`src/rtl/tcl_egress_merge.sv`:
```
// Four-port egress merger: per-port 8x12 FIFOs drained round-robin into an 8x12 output FIFO,
// with threshold-driven backpressure, status flags and per-source word counters.
module tcl_egress_merge (
   input  logic        clk,
   input  logic        reset,
   input  logic        init,
   input  logic [2:0]  Umbral_alto,
   input  logic [2:0]  Umbral_bajo,
   input  logic        pushP0,
   input  logic        pushP1,
   input  logic        pushP2,
   input  logic        pushP3,
   input  logic [11:0] dataInP0,
   input  logic [11:0] dataInP1,
   input  logic [11:0] dataInP2,
   input  logic [11:0] dataInP3,
   output logic        almostFullP0,
   output logic        almostFullP1,
   output logic        almostFullP2,
   output logic        almostFullP3,
   input  logic        popOut,
   output logic [11:0] dataOut,
   output logic        validOut,
   output logic        almostEmptyOut,
   output logic        emptyOut,
   input  logic        req,
   input  logic [2:0]  idx,
   output logic [4:0]  counterOut,
   output logic        counterValid,
   output logic [3:0]  state
);

   typedef enum logic [3:0] {
      S_RESET  = 4'b0001,
      S_INIT   = 4'b0010,
      S_IDLE   = 4'b0100,
      S_ACTIVE = 4'b1000
   } state_t;

   state_t      state_q, state_d;
   logic [2:0]  alto_q, bajo_q;
   logic [11:0] pmem_q [4][8];
   logic [3:0]  pocc_q [4];
   logic [2:0]  prd_q  [4];
   logic [2:0]  pwr_q  [4];
   logic [11:0] omem_q [8];
   logic [3:0]  oocc_q;
   logic [2:0]  ord_q, owr_q;
   logic [1:0]  last_q;
   logic [4:0]  cnt_q  [5];
   logic [11:0] dout_q;
   logic        vout_q;
   logic [4:0]  cout_q;
   logic        cval_q;

   logic [3:0]  push, nonempty, ppop, pwe;
   logic [11:0] din   [4];
   logic [11:0] phead [4];
   logic [1:0]  gnt, cand;
   logic        found, xfer, opop, accept;
   logic [4:0]  csel;

   assign push   = {pushP3, pushP2, pushP1, pushP0};
   assign din[0] = dataInP0;
   assign din[1] = dataInP1;
   assign din[2] = dataInP2;
   assign din[3] = dataInP3;

   always_comb begin
      for (int unsigned n = 0; n < 4; n++) begin
         nonempty[n] = (pocc_q[n] != '0);
         phead[n]    = pmem_q[n][prd_q[n]];
      end
   end

   // Round-robin search starts one past the last granted port; k=4 wraps back to last_q itself.
   always_comb begin
      gnt   = last_q;
      found = 1'b0;
      cand  = '0;
      for (int unsigned k = 1; k <= 4; k++) begin
         cand = last_q + 2'(k);
         if (!found && nonempty[cand]) begin
            gnt   = cand;
            found = 1'b1;
         end
      end
   end

   assign accept = (state_q == S_IDLE) || (state_q == S_ACTIVE);
   assign xfer   = (state_q == S_ACTIVE) && (oocc_q < {1'b0, alto_q}) && (|nonempty);
   assign opop   = popOut && (state_q != S_RESET) && (oocc_q != '0);

   // A full port FIFO still accepts a push on the cycle it is being drained.
   always_comb begin
      for (int unsigned n = 0; n < 4; n++) begin
         ppop[n] = xfer && (gnt == 2'(n));
         pwe[n]  = !reset && accept && push[n] && ((pocc_q[n] != 4'd8) || ppop[n]);
      end
   end

   always_comb begin
      state_d = state_q;
      unique case (state_q)
         S_RESET:  state_d = S_INIT;
         S_INIT:   if (!init) state_d = S_IDLE;
         S_IDLE:   if (init) state_d = S_INIT;
                   else if (|nonempty) state_d = S_ACTIVE;
         S_ACTIVE: if (init) state_d = S_INIT;
                   else if (!(|nonempty)) state_d = S_IDLE;
         default:  state_d = S_RESET;
      endcase
   end

   always_ff @(posedge clk) begin
      if (reset) state_q <= S_RESET;
      else       state_q <= state_d;
   end

   always_comb begin
      csel = '0;
      case (idx)
         3'd0:    csel = cnt_q[0];
         3'd1:    csel = cnt_q[1];
         3'd2:    csel = cnt_q[2];
         3'd3:    csel = cnt_q[3];
         3'd4:    csel = cnt_q[4];
         default: csel = '0;
      endcase
   end

   always_ff @(posedge clk) begin
      for (int unsigned n = 0; n < 4; n++)
         if (pwe[n]) pmem_q[n][pwr_q[n]] <= din[n];
      if (xfer) omem_q[owr_q] <= phead[gnt];
   end

   always_ff @(posedge clk) begin
      if (reset) begin
         for (int unsigned n = 0; n < 4; n++) begin
            pocc_q[n] <= '0;
            prd_q[n]  <= '0;
            pwr_q[n]  <= '0;
         end
         for (int unsigned n = 0; n < 5; n++) cnt_q[n] <= '0;
         oocc_q <= '0;
         ord_q  <= '0;
         owr_q  <= '0;
         last_q <= 2'd3;
         alto_q <= 3'd6;
         bajo_q <= 3'd1;
         dout_q <= '0;
         vout_q <= 1'b0;
         cout_q <= '0;
         cval_q <= 1'b0;
      end else begin
         if (state_q == S_INIT && init) begin
            alto_q <= Umbral_alto;
            bajo_q <= Umbral_bajo;
         end
         for (int unsigned n = 0; n < 4; n++) begin
            if (pwe[n])  pwr_q[n] <= pwr_q[n] + 3'd1;
            if (ppop[n]) prd_q[n] <= prd_q[n] + 3'd1;
            if (pwe[n] && !ppop[n])      pocc_q[n] <= pocc_q[n] + 4'd1;
            else if (!pwe[n] && ppop[n]) pocc_q[n] <= pocc_q[n] - 4'd1;
         end
         if (xfer) begin
            owr_q       <= owr_q + 3'd1;
            last_q      <= gnt;
            cnt_q[gnt]  <= cnt_q[gnt] + 5'd1;
         end
         if (opop) begin
            ord_q    <= ord_q + 3'd1;
            dout_q   <= omem_q[ord_q];
            vout_q   <= 1'b1;
            cnt_q[4] <= cnt_q[4] + 5'd1;
         end else begin
            vout_q <= 1'b0;
         end
         if (xfer && !opop)      oocc_q <= oocc_q + 4'd1;
         else if (!xfer && opop) oocc_q <= oocc_q - 4'd1;
         if (state_q == S_IDLE && req) begin
            cout_q <= csel;
            cval_q <= 1'b1;
         end else begin
            cval_q <= 1'b0;
         end
      end
   end

   assign almostFullP0   = pocc_q[0] >= {1'b0, alto_q};
   assign almostFullP1   = pocc_q[1] >= {1'b0, alto_q};
   assign almostFullP2   = pocc_q[2] >= {1'b0, alto_q};
   assign almostFullP3   = pocc_q[3] >= {1'b0, alto_q};
   assign emptyOut       = (oocc_q == '0);
   assign almostEmptyOut = oocc_q <= {1'b0, bajo_q};
   assign dataOut        = dout_q;
   assign validOut       = vout_q;
   assign counterOut     = cout_q;
   assign counterValid   = cval_q;
   assign state          = state_q;

endmodule

```
`config.mk`:
```
export PLATFORM = sky130hd
export DESIGN_NAME = tcl_egress_merge
export DESIGN_NICKNAME = d
export VERILOG_FILES = /design/src/rtl/tcl_egress_merge.sv
export SDC_FILE = /design/constraint.sdc
export NUM_CORES = 1
export LEC_CHECK = 0
export BUFFER_PORTS_ARGS = -buffer_cell sky130_fd_sc_hd__buf_4
export CORE_MARGIN = 10
export CORE_UTILIZATION = 50
export DETAILED_ROUTE_END_ITERATION = 8
export GPL_TIMING_DRIVEN = 1
export PLACE_DENSITY = 0.74
export SETUP_SLACK_MARGIN = 0.5
export SLEW_MARGIN = 30
export SYNTH_ARGS = -nofsm -noshare
export SYNTH_HDL_FRONTEND = slang
export SYNTH_SLANG_ARGS = --single-unit
export TNS_END_PERCENT = 50
```
`constraint.sdc`:
```
create_clock -name clk -period 3.77 [get_ports clk]
set_input_delay 0.1885 -clock clk [delete_from_list [all_inputs] [get_ports clk]]
set_output_delay 0.1885 -clock clk [all_outputs]
set_load 0.005 [all_outputs]
```
==> results.md, run 1 <==
* Status: complete, no violations
* Terminus of the critical flop-to-flop path: pmem_q[3][81]
* IO Port Bufs at 94
* Multi-input gate area at 0.00715 mm^2
* Crit end category: register
* Layout Nets at 1737
* Final WL at 50800 um
* DR WL/cell at 21.7 um
* Die outline height at 241 um
* EDFF count, synth at 545
* Pwr/cell area at 470 mW/mm^2
* Post-route DRC at 0
* Initial DRC count at 1111
* Worst path cell trace: inv_2, ha_4, nor3b_4, and4_2, a211o_2, buf_4, a21oi_4, o21bai_1, or2_2, nor3_2, buf_4
* Cell row count at 81
* Filler Cells Inserted at 3508
* Vias in the first global route at 13639
* CP required at 4.07 ns
* Area share of fa/ha/maj cells after synthesis at 2.37%
* Finished Layout Cells at 2342
* CTS Buf Count at 59
* Setup_tns at 0 ns
* Peak supply drop at 0.388 mV
* HPWL after DPL at 33200 um
* Register area at 0.0172 mm^2
* Synth Cell Area at 0.0245 mm^2
* Startpoint types: register
* WP buf/inv at 3
* Final core utilization at 59.9%
* Worst hold start: pushP3
* Grt ovf at 0
* Layout cells sized above 1 at 28.7%
* Sink Count at 586
* Final ANT Viol Nets at 0
* Post-synthesis simple-gate area fraction at 5.78%
* Max-slew violations at 0
* Clk_lat worst skew at 0.62 ns
* Max-cap violation count at 0
* Layout area overhead at 19.0%
* Worst reg2reg setup slack at 0.60 ns
* TritonRoute pass-1 iters at 5
* Post-Syn Instances at 1401
* WHS Path Cells at 4
* Initial antenna violation count at 0
* Crit share post-route at 84.0%
* # diodes at 0
* Sequential fraction of the synthesis area at 70.1%
* Min Tclk post-route at 3.17 ns
* Count of different cell masters after synthesis at 62
* Yosys reg bits at 586
* Crit path DAT at 3.47 ns
* Critical path's slowest cell: edfxtp_1
* Fin. Hold Viols at 0
* Synth Area in Compound Gates at 3.77%
* Synthesized area per cell at 17.5 um^2
* WS Path Type: reg2reg
* Clock root buffer: clkbuf_16
* CP top delay family: simple AND/OR/NAND/NOR gates
* Die footprint at 0.0583 mm^2
* Maximum fanout along the worst path at 12
* Clock-pin slew on the worst setup and hold paths at 0.06 ns
* Pin count of the biggest net entering global routing at 44
* Via count at 13184
* Worst hold path type: in2reg
* XOR/XNOR share of the synthesized area at 1.14%
* Multiplexer share of the synthesized area at 15.0%
* Async SR Flop Fraction at 0%
* # IOs at 95
* Largest stage delay, worst path at 0.40 ns
* Worst-case clock buffer depth at 3
* Worst-Margin Slew at 0.905 ns
* Reg-to-Reg Start: pocc_q[3][0]
* Final Setup Violations at 0
* Synth Warn # at 0
* Main combinational cell family by area after synthesis: multiplexers
* RSZ-0062 raised after global routing: yes
* GRT Total Usage at 17.7%
* Maximum clock rate at 316 MHz
* DR vias/cell at 5.63
* Most common flop cell mapped by yosys: edfxtp_1
* Crit. path cell count at 11
* Slew headroom at 39.0%
* H-tree levels at 2
* RD Place Congestion at 0.811
* CTS tree: built
* Core Area at 0.0487 mm^2
* Initial core utilization at 50.3%
* Most frequent CP cell: buf_4
* Syn_nets at 1511
* WHS Endpoint: pocc_q[3][0]
* Leakage power at 10.0 nW
* Wire length of the first global-routing pass at 79400 um
* Placed insts at 2159
* Chip width at 241 um
* Clk_skew at 0.0187 ns
* R2r worst-path depth at 11
-- repair_timing --
action | 4_1_cts | 5_1_grt
hold buffers | 58 | 0
endpoints found under the hold margin | 396 | 0
resized for setup | 12 | 13
setup buffers | 1 | 11
gates cloned | 1 | 0
pin swaps | 1 | 5
endpoints found under the setup margin | 464 | 275
-- routing by layer --
metal | global-route usage [%] | share of wire, %
met2 | 29.7 | 51
met3 | 2.67 | 4.8
met4 | 5.28 | 1.9
met1 | 23.6 | 43
met5 | 0 | 0
-- state kept, by name, indices dropped and copies added (netlist names), 4 cells and up --
signal / count
pmem_q: 384
omem_q: 96
cnt_q: 25
pocc_q: 16
dataOut: 12
prd_q: 12
pwr_q: 12
counterOut: 5
oocc_q: 4
state: 4
-- metrics by stage --
stage	worst slack [ns]	total power [mW]	hold WS (ns)	cell area (um^2)
finish	0.602	13.7	0.0868	29200
global placement	0.246	8.06	0.396	26400
CTS	0.492	13.8	0.0573	29000
global route	0.487	14.2	0.109	29200
floorplan	0.307	7.77	0.265	24600
detailed placement	0.0469	8.08	0.401	26400
-- cells in the mapped netlist, drive strengths merged, types with 7 or more instances --
| library cell | n | area (um^2) |
|---|---|---|
| edfxtp | 545 | 16400 |
| mux4 | 126 | 2840 |
| nor2 | 97 | 364 |
| nand2 | 73 | 274 |
| mux2i | 57 | 574 |
| clkbuf | 45 | 169 |
| o21ai | 44 | 231 |
| dfxtp | 41 | 821 |
| ha | 40 | 500 |
| inv | 37 | 139 |
| a21oi | 34 | 178 |
| buf | 29 | 140 |
| mux2 | 24 | 270 |
| o211ai | 21 | 158 |
| nand2b | 20 | 133 |
| xnor2 | 18 | 165 |
| nor3b | 17 | 133 |
| nor3 | 15 | 80.1 |
| xor2 | 13 | 114 |
| a211oi | 12 | 90.1 |
| a21o | 11 | 82.6 |
| nand3 | 9 | 45.0 |
| or2 | 9 | 56.3 |
| a211o | 7 | 62.6 |
| nor4 | 7 | 80.1 |
-- area by class of cell --
| cell class | count | share of cell area, % |
|---|---|---|
| clock buffers | 78 | 5.59 |
| clock inverters | 34 | 0.969 |
| inverters | 37 | 0.485 |
| multi-input cells | 705 | 24.5 |
| flip-flops and latches | 586 | 58.9 |
| well taps | 664 | 2.85 |
| repair buffers | 238 | 6.71 |
-- cell families after synthesis --
| logic type | count (synthesis) |
|---|---|
| AO/OA/AOI/OAI | 144 |
| adder cells (fa/ha/maj) | 44 |
| AND/OR/NAND/NOR | 278 |
| buffers and inverters | 111 |
| XOR/XNOR | 31 |
| multiplexers | 207 |
| flip-flops | 586 |
-- worst max path at each step --
stage | start | end | slack [ns]
finish | pocc_q[3][0] | pmem_q[3][81] | 0.60
global route | pocc_q[0][1] | pocc_q[2][3] | 0.49
CTS | pocc_q[3][0] | pmem_q[3][74] | 0.49
detailed placement | pocc_q[3][0] | pmem_q[2][71] | 0.05
global placement | pocc_q[3][0] | pmem_q[2][71] | 0.25
floorplan | pocc_q[3][0] | pmem_q[1][48] | 0.31
-- worst reg2reg max path, delay by kind of cell (launching register included) --
kind                       cells  cell delay (ns)
buffers and inverters          3             0.56
adders and majority gates      1             0.19
and+or+nand+nor                4             0.94
AOI/OAI and AO/OA              3             0.76
DFF                            1             0.40
-- cell usage in the layout, fill, tap and decap left out, types with 11 or more instances in the layout --
cell type and count:
a211oi_1 12, a21o_1 11, a21oi_1 31, buf_4 178, clkbuf_1 14, clkbuf_16 62, clkinv_2 17, dfxtp_1 40
dlygate4sd3_1 58, edfxtp_1 545, ha_1 39, inv_1 34, mux2_2 24, mux2i_1 56, mux4_2 126, nand2_1 72
nand2b_1 17, nor2_1 97, nor3_1 12, nor3b_2 13, o211ai_1 21, o21ai_0 32, xnor2_1 16, xor2_1 13
-- where the power goes --
group          internal [mW]  total (mW)  leakage (nW)  switching [mW]
clock network           3.32        5.71         0.955            2.39
registers               7.17        7.24          5.32          0.0704
logic                  0.373       0.773          3.77           0.400
Power figures use the tool's default switching activity.
==> run 2: changes to the inputs <==
Settings changed: ABC_AREA set to 1, PLACE_DENSITY 0.74 to 0.72.
Clock period 3.77 ns to 3 ns, I/O delays scaled along.
==> run 2 against run 1 <==
  * Non-clock buffer count is 83 higher
  * Wire length is 27% higher
  * Synthesized cell count is 46% higher
  * Setup slack worse by 0.53 ns
  * Worst hold slack worse by 0.034 ns
  * Cell area is 5.3% higher
  * Critical path type unchanged
  * Critical endpoint is now omem_q[6][9]
==> results.md, run 2 <==
* Sink Count at 586
* Comb pwr share at 9.6%
* CP required at 3.32 ns
* IO Port Bufs at 94
* Placed Area at 0.0276 mm^2
* Reg-to-Reg Start: pocc_q[3][1]
* CTS Buf Count at 58
* Clock root buffer: clkbuf_16
* RD Place Congestion at 0.868
* Int Power at 13.8 mW
* Layout Nets at 2432
* CTS tree: built
* Clk_skew at 0.0318 ns
* EDFF count, synth at 545
* Cell row count at 81
* HPWL after DPL at 40100 um
* Post-route cell area at 0.0307 mm^2
* Peak supply drop at 0.485 mV
* Final ANT Viol Nets at 0
* Max-slew violations at 0
* Die footprint at 0.0592 mm^2
* Core Area at 0.0492 mm^2
* Async SR Flop Fraction at 0%
* Die outline height at 243 um
* # IOs at 95
* Grt ovf at 0
* Finished Layout Cells at 3034
* Syn_nets at 2158
* Top-count cell post-synth: edfxtp_1
* Worst hold start: idx[2]
* Maximum fanout along the worst path at 8
* Top cell type's share of synthesized area at 65.6%
* Initial DRC count at 1854
* Layout cells sized above 1 at 20.9%
* Max-cap violation count at 0
* Slew headroom at 36.3%
* Pin count of the biggest net entering global routing at 51
* Maximum clock rate at 341 MHz
* Clock-pin slew on the worst setup and hold paths at 0.06 ns
* Clk_lat worst skew at 0.64 ns
* Initial core utilization at 50.7%
* Clock power share at 39.3%
* Min Tclk post-route at 2.93 ns
* WHS Path Cells at 5
* DR WL/cell at 21.3 um
* Post-route DRC at 0
* Worst-Margin Slew at 0.948 ns
* Most common flop cell mapped by yosys: edfxtp_1
* Chip width at 243 um
* Pwr/cell area at 584 mW/mm^2
* Setup_tns at 0 ns
* Most frequent cells in the layout: 545 x edfxtp_1, 334 x nand2_1, 234 x a21oi_1, 227 x buf_4, 165 x nor2_1
* Sw Pwr at 4.19 mW
* Vias in the first global route at 17806
* Multi-input gate area at 0.00757 mm^2
* Worst hold path type: in2reg
* Filler Cells Inserted at 3632
* Initial antenna violation count at 3
* Synthesized area per cell at 12.2 um^2
* WS Path Type: reg2reg
* WHS Endpoint: counterOut[1]
* Worst reg2reg setup slack at 0.07 ns
* Layout area overhead at 23.3%
* GRT Total Usage at 21.2%
* Fin. Hold Viols at 0
* Count of different cell masters after synthesis at 45
* Sequential fraction of the synthesis area at 68.9%
* DR vias/cell at 5.83
* Commonest non-fill, non-tap cell in the layout: edfxtp_1
* Worst Hold Slack at 0.0526 ns
* Max reg flops at 384
* Terminus of the critical flop-to-flop path: omem_q[6][9]
* Placed insts at 2821
* Synth Warn # at 0
* Synth cell count leaders: 545 x edfxtp_1, 343 x nand2_1, 240 x a21oi_1
* Final Setup Violations at 0
* Synth Cell Area at 0.0249 mm^2
* Crit path DAT at 3.24 ns
* Crit share post-route at 97.6%
* RSZ-0062 raised after global routing: yes
* Post-Place Worst Slack at -0.119 ns
* Status: complete, no violations
* Worst-case clock buffer depth at 3
* TritonRoute pass-1 iters at 5
* Crit end category: register
* Leakage power at 11.4 nW
* Wire length of the first global-routing pass at 99900 um
* Final WL at 64600 um
* Post-Syn Instances at 2048
* Seq pwr share at 51.1%
* Final core utilization at 62.5%
* Power Total at 17.9 mW
* Largest cells by area after synthesis: edfxtp_1 66%, nand2_1 5.2%, a21oi_1 4.8%
* H-tree levels at 2
* Yosys top cell by area: edfxtp_1
* Startpoint types: register
* Final worst slack at 0.0715 ns
* Via count at 17684
* Register area at 0.0172 mm^2
* R2r worst-path depth at 12
* Switch share at 23.3%
* Yosys reg bits at 586
==> run 2: cell types whose count changed after synthesis, moves of 55 or more <==
cell     previous run  this run
o21ai_0            37       100
nand2_1            73       343
nor2_1             97       177
inv_1              36       105
a21oi_1            32       240
mux2i_1            56         1
mux4_2            126         0
==> run 2: worst max-delay path by stage <==
| stage | startpoint | endpoint | slack [ns] | depth (start not counted) |
|---|---|---|---|---|
| CTS | pocc_q[3][0] | pocc_q[1][3] | 0.14 | 21 |
| floorplan | pocc_q[3][1] | pocc_q[0][3] | 0.14 | 21 |
| finish | pocc_q[3][1] | omem_q[6][9] | 0.07 | 12 |
| global route | pocc_q[2][3] | pocc_q[0][3] | -0.02 | 20 |
| detailed placement | pocc_q[1][3] | omem_q[5][7] | -0.12 | 14 |
| global placement | pocc_q[0][3] | omem_q[5][7] | -0.005 | 14 |
==> run 2: layer usage <==
layer  vias up  GRT usage [%]  wire, um  share of wire, %
met5         -              0         0                 0
met4         0           7.35      1850               2.9
met3       137           3.00      4520               7.0
met2       725           35.6     31800                49
met1      8765           27.9     26400                41
li1       8057              -         -                 -
==> run 2: cell families after synthesis <==
logic type	Yosys count	share of synthesized area [%]
xor+xnor	27	0.948
compound gates	489	12.2
flops	586	68.9
fa+ha+maj	44	2.33
simple gates	679	12.2
mux	1	0.0401
buf+inv	222	3.43
==> run 2: power by group through the flow <==
stage	clock network (mW)	registers (mW)	logic [mW]
final	7.05	9.17	1.73
after global routing	7.44	9.18	1.90
after floorplan	0	9.32	0.863
after global placement	0	9.33	1.45
after CTS	7.12	9.16	1.67
after detailed placement	0	9.34	1.51
==> run 2: area by class of cell <==
cell class	instances	share of cell area (%)
flip-flops and latches	586	55.9
inverters	115	1.45
clock buffers	70	4.94
clock inverters	35	0.989
diodes	3	0.0244
repair buffers	321	9.35
multi-input cells	1240	24.6
well taps	664	2.70
==> run 2: what timing repair did <==
action	in CTS	in global routing
hold buffers	61	0
setup endpoints to repair	581	609
pin swaps	37	31
setup buffers	28	15
endpoints found under the hold margin	404	0
gates resized for setup	55	42
cloned	0	1
==> run 2: worst max-delay path, stage by stage, from the launching register on <==
cell and delay [ns]:
edfxtp_1 0.38, inv_2 0.07, ha_4 0.18, buf_4 0.14
nand2_4 0.06, nor2_4 0.03, nand4_1 0.13, nand3_2 0.13
buf_12 0.17, clkinvlp_4 0.11, nand2_1 0.13, nor3_1 0.75
buf_4 0.32
